===== config.mk =====
export PLATFORM = sky130hd
export DESIGN_NAME = nfu_round_sequencer
export DESIGN_NICKNAME = d
export VERILOG_FILES = /design/src/rtl/nfu_pkg.sv /design/src/rtl/nfu_round_plan.sv /design/src/rtl/nfu_round_sequencer.sv
export SDC_FILE = /design/constraint.sdc
export NUM_CORES = 1
export LEC_CHECK = 0
export ABC_AREA = 1
export ABC_CLOCK_PERIOD_IN_PS = 2600
export CORE_MARGIN = 3
export CORE_UTILIZATION = 48
export DETAILED_ROUTE_END_ITERATION = 8
export GPL_TIMING_DRIVEN = 0
export PLACE_DENSITY_LB_ADDON = 0.25
export SETUP_SLACK_MARGIN = 0.5
export SLEW_MARGIN = 20
export SYNTH_ARGS = -nofsm -noshare
export SYNTH_HDL_FRONTEND = slang
export SYNTH_SLANG_ARGS = --single-unit

===== constraint.sdc =====
create_clock -name clk -period 2.6 [get_ports clk]
set_input_delay 0.65 -clock clk [delete_from_list [all_inputs] [get_ports clk]]
set_output_delay 0.65 -clock clk [all_outputs]
set_load 0.01 [all_outputs]

===== src/rtl/nfu_pkg.sv =====
// Shared constants and state type for the nonlinear function unit sequencer.
package nfu_pkg;

    localparam logic [1:0] MODE_SOFTMAX = 2'd0;
    localparam logic [1:0] MODE_GELU    = 2'd1;
    localparam logic [1:0] MODE_SILU    = 2'd2;
    localparam logic [1:0] MODE_ROOT    = 2'd3;

    localparam logic [2:0] S_SM1  = 3'd0;
    localparam logic [2:0] S_SM2  = 3'd1;
    localparam logic [2:0] S_ACT1 = 3'd2;
    localparam logic [2:0] S_ACT2 = 3'd3;
    localparam logic [2:0] S_PASS = 3'd4;

    typedef enum logic [2:0] {
        StIdle,
        StIssue1,
        StWait1,
        StIssue2,
        StWait2,
        StDone
    } nfu_state_e;

endpackage


===== src/rtl/nfu_round_plan.sv =====
// Maps a function mode and round index to the selector stage code and a last-round flag.
module nfu_round_plan
    import nfu_pkg::*;
(
    input  logic [1:0] i_mode,
    input  logic       i_round,
    output logic [2:0] o_stage,
    output logic       o_last
);

    always_comb begin
        o_stage = S_PASS;
        o_last  = 1'b1;
        case (i_mode)
            MODE_SOFTMAX: begin
                o_stage = i_round ? S_SM2 : S_SM1;
                o_last  = i_round;
            end
            MODE_GELU, MODE_SILU: begin
                o_stage = i_round ? S_ACT2 : S_ACT1;
                o_last  = i_round;
            end
            MODE_ROOT: begin
                // Single pass-through round; a second round index never occurs.
                o_stage = S_PASS;
                o_last  = 1'b1;
            end
            default: begin
                o_stage = S_PASS;
                o_last  = 1'b1;
            end
        endcase
    end

endmodule


===== src/rtl/nfu_round_sequencer.sv =====
// Steps the operand selector and shared multiply-add unit through one or two evaluation
// rounds per job, returning the final-round result on an output handshake.
module nfu_round_sequencer
    import nfu_pkg::*;
#(
    parameter int unsigned FIX_POINT_WIDTH = 16,
    parameter int unsigned MAX_WAIT        = 15
) (
    input  logic                       clk,
    input  logic                       rst_n,
    input  logic                       job_valid,
    output logic                       job_ready,
    input  logic [1:0]                 job_mode,
    input  logic [FIX_POINT_WIDTH-1:0] job_x,
    input  logic [FIX_POINT_WIDTH-1:0] job_max,
    input  logic [FIX_POINT_WIDTH-1:0] job_sum,
    input  logic [FIX_POINT_WIDTH-1:0] job_u,
    output logic [1:0]                 sel_mode,
    output logic [2:0]                 sel_s,
    output logic [FIX_POINT_WIDTH-1:0] sel_x,
    output logic [FIX_POINT_WIDTH-1:0] sel_max,
    output logic [FIX_POINT_WIDTH-1:0] sel_mid,
    output logic [FIX_POINT_WIDTH-1:0] sel_sum,
    output logic [FIX_POINT_WIDTH-1:0] sel_u,
    output logic                       issue,
    input  logic                       res_valid,
    input  logic [FIX_POINT_WIDTH-1:0] res_data,
    output logic                       out_valid,
    input  logic                       out_ready,
    output logic [FIX_POINT_WIDTH-1:0] out_data,
    output logic                       err
);

    localparam int unsigned CntW = $clog2(MAX_WAIT + 2);

    nfu_state_e                 r_state;
    logic [CntW-1:0]            r_wait_cnt;
    logic                       r_single;
    logic                       r_job_ready;
    logic [1:0]                 r_mode;
    logic [2:0]                 r_sel_s;
    logic [FIX_POINT_WIDTH-1:0] r_x;
    logic [FIX_POINT_WIDTH-1:0] r_max;
    logic [FIX_POINT_WIDTH-1:0] r_mid;
    logic [FIX_POINT_WIDTH-1:0] r_sum;
    logic [FIX_POINT_WIDTH-1:0] r_u;
    logic                       r_issue;
    logic                       r_out_valid;
    logic [FIX_POINT_WIDTH-1:0] r_out_data;
    logic                       r_err;

    logic [1:0]                 w_plan_mode;
    logic                       w_plan_round;
    logic [2:0]                 w_plan_stage;
    logic                       w_plan_last;
    logic                       w_timeout;
    logic                       w_in_wait;

    // In IDLE the plan looks at the incoming job's first round; elsewhere it supplies the
    // latched job's second round, which is only consumed on the WAIT1 -> ISSUE2 step.
    assign w_plan_mode  = (r_state == StIdle) ? job_mode : r_mode;
    assign w_plan_round = (r_state != StIdle);

    nfu_round_plan u_plan (
        .i_mode  (w_plan_mode),
        .i_round (w_plan_round),
        .o_stage (w_plan_stage),
        .o_last  (w_plan_last)
    );

    assign w_timeout = (r_wait_cnt == CntW'(MAX_WAIT));
    assign w_in_wait = (r_state == StWait1) || (r_state == StWait2);

    always_ff @(posedge clk or negedge rst_n) begin
        if (!rst_n) begin
            r_state     <= StIdle;
            r_wait_cnt  <= '0;
            r_single    <= 1'b0;
            r_job_ready <= 1'b1;
            r_mode      <= 2'd0;
            r_sel_s     <= 3'd0;
            r_x         <= '0;
            r_max       <= '0;
            r_mid       <= '0;
            r_sum       <= '0;
            r_u         <= '0;
            r_issue     <= 1'b0;
            r_out_valid <= 1'b0;
            r_out_data  <= '0;
            r_err       <= 1'b0;
        end else begin
            r_issue <= 1'b0;
            if (res_valid && !w_in_wait) begin
                r_err <= 1'b1;
            end

            case (r_state)
                StIdle: begin
                    if (job_valid) begin
                        r_mode      <= job_mode;
                        r_x         <= job_x;
                        r_max       <= job_max;
                        r_sum       <= job_sum;
                        r_u         <= job_u;
                        r_mid       <= '0;
                        r_single    <= w_plan_last;
                        r_sel_s     <= w_plan_stage;
                        r_issue     <= 1'b1;
                        r_job_ready <= 1'b0;
                        r_state     <= StIssue1;
                    end
                end

                StIssue1: begin
                    r_wait_cnt <= '0;
                    r_state    <= StWait1;
                end

                StWait1: begin
                    if (res_valid) begin
                        if (r_single) begin
                            r_out_data  <= res_data;
                            r_out_valid <= 1'b1;
                            r_state     <= StDone;
                        end else begin
                            r_mid   <= res_data;
                            r_sel_s <= w_plan_stage;
                            r_issue <= 1'b1;
                            r_state <= StIssue2;
                        end
                    end else if (w_timeout) begin
                        r_err       <= 1'b1;
                        r_out_data  <= '0;
                        r_out_valid <= 1'b1;
                        r_state     <= StDone;
                    end else begin
                        r_wait_cnt <= r_wait_cnt + CntW'(1);
                    end
                end

                StIssue2: begin
                    r_wait_cnt <= '0;
                    r_state    <= StWait2;
                end

                StWait2: begin
                    if (res_valid) begin
                        r_out_data  <= res_data;
                        r_out_valid <= 1'b1;
                        r_state     <= StDone;
                    end else if (w_timeout) begin
                        r_err       <= 1'b1;
                        r_out_data  <= '0;
                        r_out_valid <= 1'b1;
                        r_state     <= StDone;
                    end else begin
                        r_wait_cnt <= r_wait_cnt + CntW'(1);
                    end
                end

                StDone: begin
                    if (out_ready) begin
                        r_out_valid <= 1'b0;
                        r_job_ready <= 1'b1;
                        r_sel_s     <= 3'd0;
                        r_state     <= StIdle;
                    end
                end

                default: begin
                    r_state <= StIdle;
                end
            endcase
        end
    end

    assign job_ready = r_job_ready;
    assign sel_mode  = r_mode;
    assign sel_s     = r_sel_s;
    assign sel_x     = r_x;
    assign sel_max   = r_max;
    assign sel_mid   = r_mid;
    assign sel_sum   = r_sum;
    assign sel_u     = r_u;
    assign issue     = r_issue;
    assign out_valid = r_out_valid;
    assign out_data  = r_out_data;
    assign err       = r_err;

endmodule

Word level (Yosys, flattened, before mapping)
Index checks and enable logic that the tools add are counted.

cells by class
  multiplexer cells = 45
  $add $sub $neg = 1
  reductions and logical operators = 24
  equality and inequality tests = 16

operator list
  kind                                            count
  two-way mux 16 bit                              7
  one-hot mux 16 bit (2 select lines)             2
  two-way mux 3 bit                               9
  one-hot mux 3 bit (3 select lines)              2
  one-hot mux 3 bit (6 select lines)              1
  two-way mux 1 bit                               16
  inequality test 2 bit (second input constant)   6
  two-way mux 5 bit                               2
  one-hot mux 5 bit (2 select lines)              1
  AND reduction 3 bit                             3
  nonzero test 3 bit                              3
  nonzero test 2 bit                              4
  == test 3 x 2 -> 1 bit (second input constant)  2
  == test 3 bit (second input constant)           2
  one-hot mux 1 bit (2 select lines)              3
  AND reduction 2 bit                             3
  OR reduction 2 bit                              3
  adder 5 x 1 -> 5 bit (second input constant)    1
  == test 5 x 4 -> 1 bit (second input constant)  1
  AND reduction 5 bit                             1
  == test 2 bit (second input constant)           2
  AND reduction 4 bit                             1
  == test 3 x 1 -> 1 bit (second input constant)  1
  zero test 3 bit                                 1
  other kinds (9)                                 9

storage, ports and cells
  register bits = 114
  bits of input ports = 87

Logic depth before layout (Yosys ltp)
  depth in word-level cells = 8
  mapped depth = 11
  mapped depth without buffers = 10

Modules after synthesis
From an unflattened synthesis, not the netlist that was laid out.

unflattened totals
  cell total of the unflattened synthesis = 534
  area total of the unflattened synthesis = 4,819.6 um2

by module, submodules not included
  module               area each (um2)  cells each  sequential area each (um2)  instances
  nfu_round_sequencer  4,769.6          526         2,854.0                     1
  nfu_round_plan       50.0             8           0.0                         1

Least setup slack after synthesis
Ideal clock, no wire load.

  path kind = flip-flop to flip-flop
  start point = register r_state[0]
  end point = register r_sel_s[0], in the netlist sel_s[0]
  data arrival time = 1.471 ns
  setup time = 0.123 ns
  slack = 1.006 ns
  cell stages (with the launch flop) = 10
  clock period less this slack = 1.594 ns
  path through = dfrtp_1 -> buf_6 -> nor2_8 -> nand2_4 -> o21ai_0 -> ha_1 -> o21ai_0 -> nor2_1 -> nand2_1 -> nand2_1

on the way
  longest elaborated chain between the ends = 8

ends and longest elaborated chain
  element                                                         RTL line                                              RTL
  start: declaration                                              nfu_round_sequencer.sv:36                             nfu_state_e r_state;
  start signal: assignment                                        nfu_round_sequencer.sv:76                             r_state <= StIdle;
  start signal: assignment                                        nfu_round_sequencer.sv:110                            r_state <= StIssue1;
  start signal: assignment                                        nfu_round_sequencer.sv:116                            r_state <= StWait1;
  zero test 3 bit                                                 nfu_round_sequencer.sv:61, nfu_round_sequencer.sv:97
  two-way mux 2 bit                                               nfu_round_sequencer.sv:61                             assign w_plan_mode = (r_state == StIdle) ? job_mode : r_mode;
  == test 2 x 1 -> 1 bit / == test 2 bit (equally long branches)  nfu_round_plan.sv:14                                  case (i_mode)
  OR reduction 2 bit                                              nfu_round_plan.sv:14
  one-hot mux 3 bit (3 select lines)                              nfu_round_plan.sv:14
  two-way mux 3 bit                                               nfu_round_sequencer.sv:121                            if (r_single) begin
  two-way mux 3 bit                                               nfu_round_sequencer.sv:120                            if (res_valid) begin
  one-hot mux 3 bit (3 select lines)                              nfu_round_sequencer.sv:97                             case (r_state)
  end signal: assignment                                          nfu_round_sequencer.sv:107                            r_sel_s <= w_plan_stage;
  end signal: assignment                                          nfu_round_sequencer.sv:127                            r_sel_s <= w_plan_stage;
  end: declaration                                                nfu_round_sequencer.sv:41                             logic [2:0] r_sel_s;

Several ways; a longest one is shown, not always the timed one. The select of a mux whose other input is x is not followed.
A chain may end at the register's enable or synchronous reset.

Worst setup path after layout
  start point = register r_mid[13], in the netlist sel_mid[13]
  end point = output port sel_mid[13]

RTL lines
  element                   RTL line                    RTL
  start: declaration        nfu_round_sequencer.sv:44   logic [FIX_POINT_WIDTH-1:0] r_mid;
  start signal: assignment  nfu_round_sequencer.sv:126  r_mid <= res_data;
  end: declaration          nfu_round_sequencer.sv:22   output logic [FIX_POINT_WIDTH-1:0] sel_mid,

No word-level cell between the ends.

==> impl_metrics.py <==
metrics = {
    "run_status": {
        "status": "complete, no violations",
    },
    "die": {
        "fp.dieH_um": 108,
        "num_rows": 36,
        "fp.dieW_um": 108,
        "ios": 192,
        "core_um2": 10000,
        "dieArea_um2": 11700,
        "start_util_pct": 50.3,
    },
    "power": {
        "power_leakage_nw": 4.79,
        "power_mw": 9.67,
        "combPwrFrac_pct": 41.9,
        "power.switching_mw": 3.47,
        "internal-power_mw": 6.20,
        "p_seq_share_pct": 31.3,
        "ir_drop_mv": 0.652,
        "swShare_pct": 35.9,
        "p_per_area_nw_per_um2": 1230,
        "clkPwrFrac_pct": 26.8,
    },
    "grt": {
        "grt_antenna_before_repair": 0,
        "track_usage_pct": 26.9,
        "grt_max_degree": 66,
        "grt_pass1_wl_um": 24400,
        "overflow": 0,
        "grt_pass1_vias": 4963,
    },
    "synth": {
        "ys_top_cells_by_area": "dfrtp_1 56%, nand2_1 19%, nand3_1 8.9%",
        "synth_nets": 677,
        "yosysUniqueCellTypes": 27,
        "synth_top_area_cell": "dfrtp_1",
        "synth_top_cell_area_share_pct": 56.2,
        "syn_inst": 586,
        "syn_area_um2": 5030,
        "synth.yosys.seq_area_share_pct": 56.7,
        "avgSynthCellArea_um2": 8.58,
        "yosysWarnings": 0,
        "ys_ff_latch": 114,
    },
    "clocking": {
        "cts_tree": "yes",
        "clk_pin_slew_worst_paths_ns": 0.05,
        "cts-htree-levels": 4,
        "cts_buffers": 17,
        "clk_path_buf_depth": 2,
        "cts.sinks": 114,
        "clock_latency_ns": 0.53,
        "clockRootBuffer": "clkbuf_8",
    },
    "critical_path": {
        "reg2reg_depth": 11,
        "worst-path-stages": 1,
        "required_ns": 1.95,
        "crit_path_start_kind": "flip-flop",
        "path_delay_family": "buffers and inverters",
        "crit_path_max_incr_delay_ns": 0.55,
        "crit_buf_inv": 1,
        "slowest_stage": "clkdlybuf4s50_1",
        "critPathKind": "reg2out",
        "path_cells": "clkdlybuf4s50_1",
        "endpoint_kind": "output port",
        "cp_max_fo": 2,
        "worstPathArrival_ns": 1.42,
    },
    "timing": {
        "worstMarginPinSlew_ns": 0.476,
        "relSlewSlack_pct": 68.1,
        "finalCriticalPeriod_ns": 2.07,
        "max_freq_ghz": 0.482,
        "slew_viol_final": 0,
        "setup_viol": 0,
        "rsz0062_at_grt": "false",
        "clock_skew_ns": 0.0110,
        "final_hold_viol_count": 0,
        "fin_ws_ns": 0.527,
        "period_share_pct": 79.7,
    },
    "detailed_routing": {
        "drtAntennaViolNets": 0,
        "drt-pass1-iter-count": 5,
        "vias_per_cell": 5.12,
        "drc_errors": 0,
        "wl_per_cell_um": 16.0,
        "postRouteWirelength_um": 15100,
        "drt-initial-drc-count": 224,
        "num_vias": 4825,
    },
    "run": {
        "cap_violations": 0,
    },
    "placed_design": {
        "port_buffers": 190,
        "dpl-instance-area_um2": 7130,
        "finalWeightedCongestion": 0.795,
        "pre_cts_slack_ns": 0.282,
        "hpwl_um": 10600,
    },
    "layout": {
        "layout-drive-gt1-share_pct": 9.15,
        "fin_nets": 887,
        "mostFrequentLayoutCells": "257 x nand2_1, 113 x dfrtp_1, 97 x clkdlybuf4s50_1",
        "finish.instance_area_um2": 7880,
        "layout_commonest_cell": "nand2_1",
        "insertedDiodeCount": 0,
        "synthToLayoutAreaGrowth_pct": 56.6,
    },
    "worst_hold_path": {
        "hold_path.class": "in2async",
    },
}
==> metrics by stage <==
| step | hold slack [ns] | utilization [%] | instances | TNS [ns] |
|---|---|---|---|---|
| floorplan | 0.354 | - | 586 | 0 |
| global placement | 0.452 | 71.0 | 909 | -378.60 |
| detailed placement | 0.459 | 71.3 | 910 | 0 |
| CTS | 0.0649 | 77.5 | 942 | 0 |
| global route | 0.0757 | 78.8 | 942 | 0 |
| finish | 0.0586 | 78.8 | 942 | 0 |
==> cell usage after synthesis, drive strengths merged <==
master and instances:
nand2 265, dfrtp 113, nand3 90, inv 39, buf 30, o21ai 17
nor2 14, ha 4, nand4 3, o211ai 3, a21oi 2, nand3b 2
clkinv 1, dfstp 1, o31ai 1, or2 1
==> path summary, 6_finish.rpt <==
path / startpoint / endpoint / slack [ns]
setup / recovery: sel_mid[13] / sel_mid[13] / 0.53
setup reg to reg: r_wait_cnt[0] / out_data[11] / 0.72
max in group asynchronous: rst_n / sel_sum[15] / 1.86
hold reg to reg: sel_sum[2] / sel_sum[2] / 0.47
min in group clk: sel_sum[2] / sel_sum[2] / 0.47
hold / removal: rst_n / r_wait_cnt[3] / 0.06
==> sequential cells by signal, indices dropped and copies added, names as in the netlist, 2 cells and up <==
register,count
out_data,16
sel_mode,2
sel_mid,16
sel_u,16
sel_max,16
r_state,3
sel_sum,16
sel_x,16
sel_s,3
r_wait_cnt,5
==> power groups by stage <==
stage               combinational [mW]  clock [mW]  sequential, mW
global route                      4.44        2.71            3.12
finish                            4.05        2.60            3.03
detailed placement                4.30           0            3.05
global placement                  4.17           0            3.02
CTS                               4.16        2.62            3.03
floorplan                         1.76           0            3.36
==> cell type report <==
cell class	instances	area, um2
flip-flops and latches	114	2850
fillers	696	2120
repair buffers	191	2010
multi-input cells	402	1820
clock buffers	23	497
plain buffers	30	205
clock inverters	9	173
well taps	133	166
inverters	40	154
==> per-layer routing <==
| metal | wire length [um] | up-vias | GRT usage (%) |
|---|---|---|---|
| met5 | 0 | - | 0 |
| met4 | 348 | 0 | 10.9 |
| li1 | - | 2271 | - |
| met3 | 1370 | 31 | 10.6 |
| met2 | 7900 | 194 | 46.8 |
| met1 | 5480 | 2329 | 29.4 |
==> cells by family after synthesis <==
| family | count (synthesis) | share of synthesized area [%] |
|---|---|---|
| buffers and inverters | 70 | 7.14 |
| adder cells (fa/ha/maj) | 4 | 0.995 |
| AND/OR/NAND/NOR | 375 | 32.6 |
| AO/OA/AOI/OAI | 23 | 2.49 |
| flip-flops | 114 | 56.7 |
==> repair_timing <==
item / CTS / global route
setup endpoints to repair: 40 / 52
buffers inserted: 0 / 0
gates resized for setup: 40 / 52
hold buffers: 0 / 0
cloned: 0 / 0
endpoints found under the hold margin: 0 / 0
(Power assumes the default switching activity.)
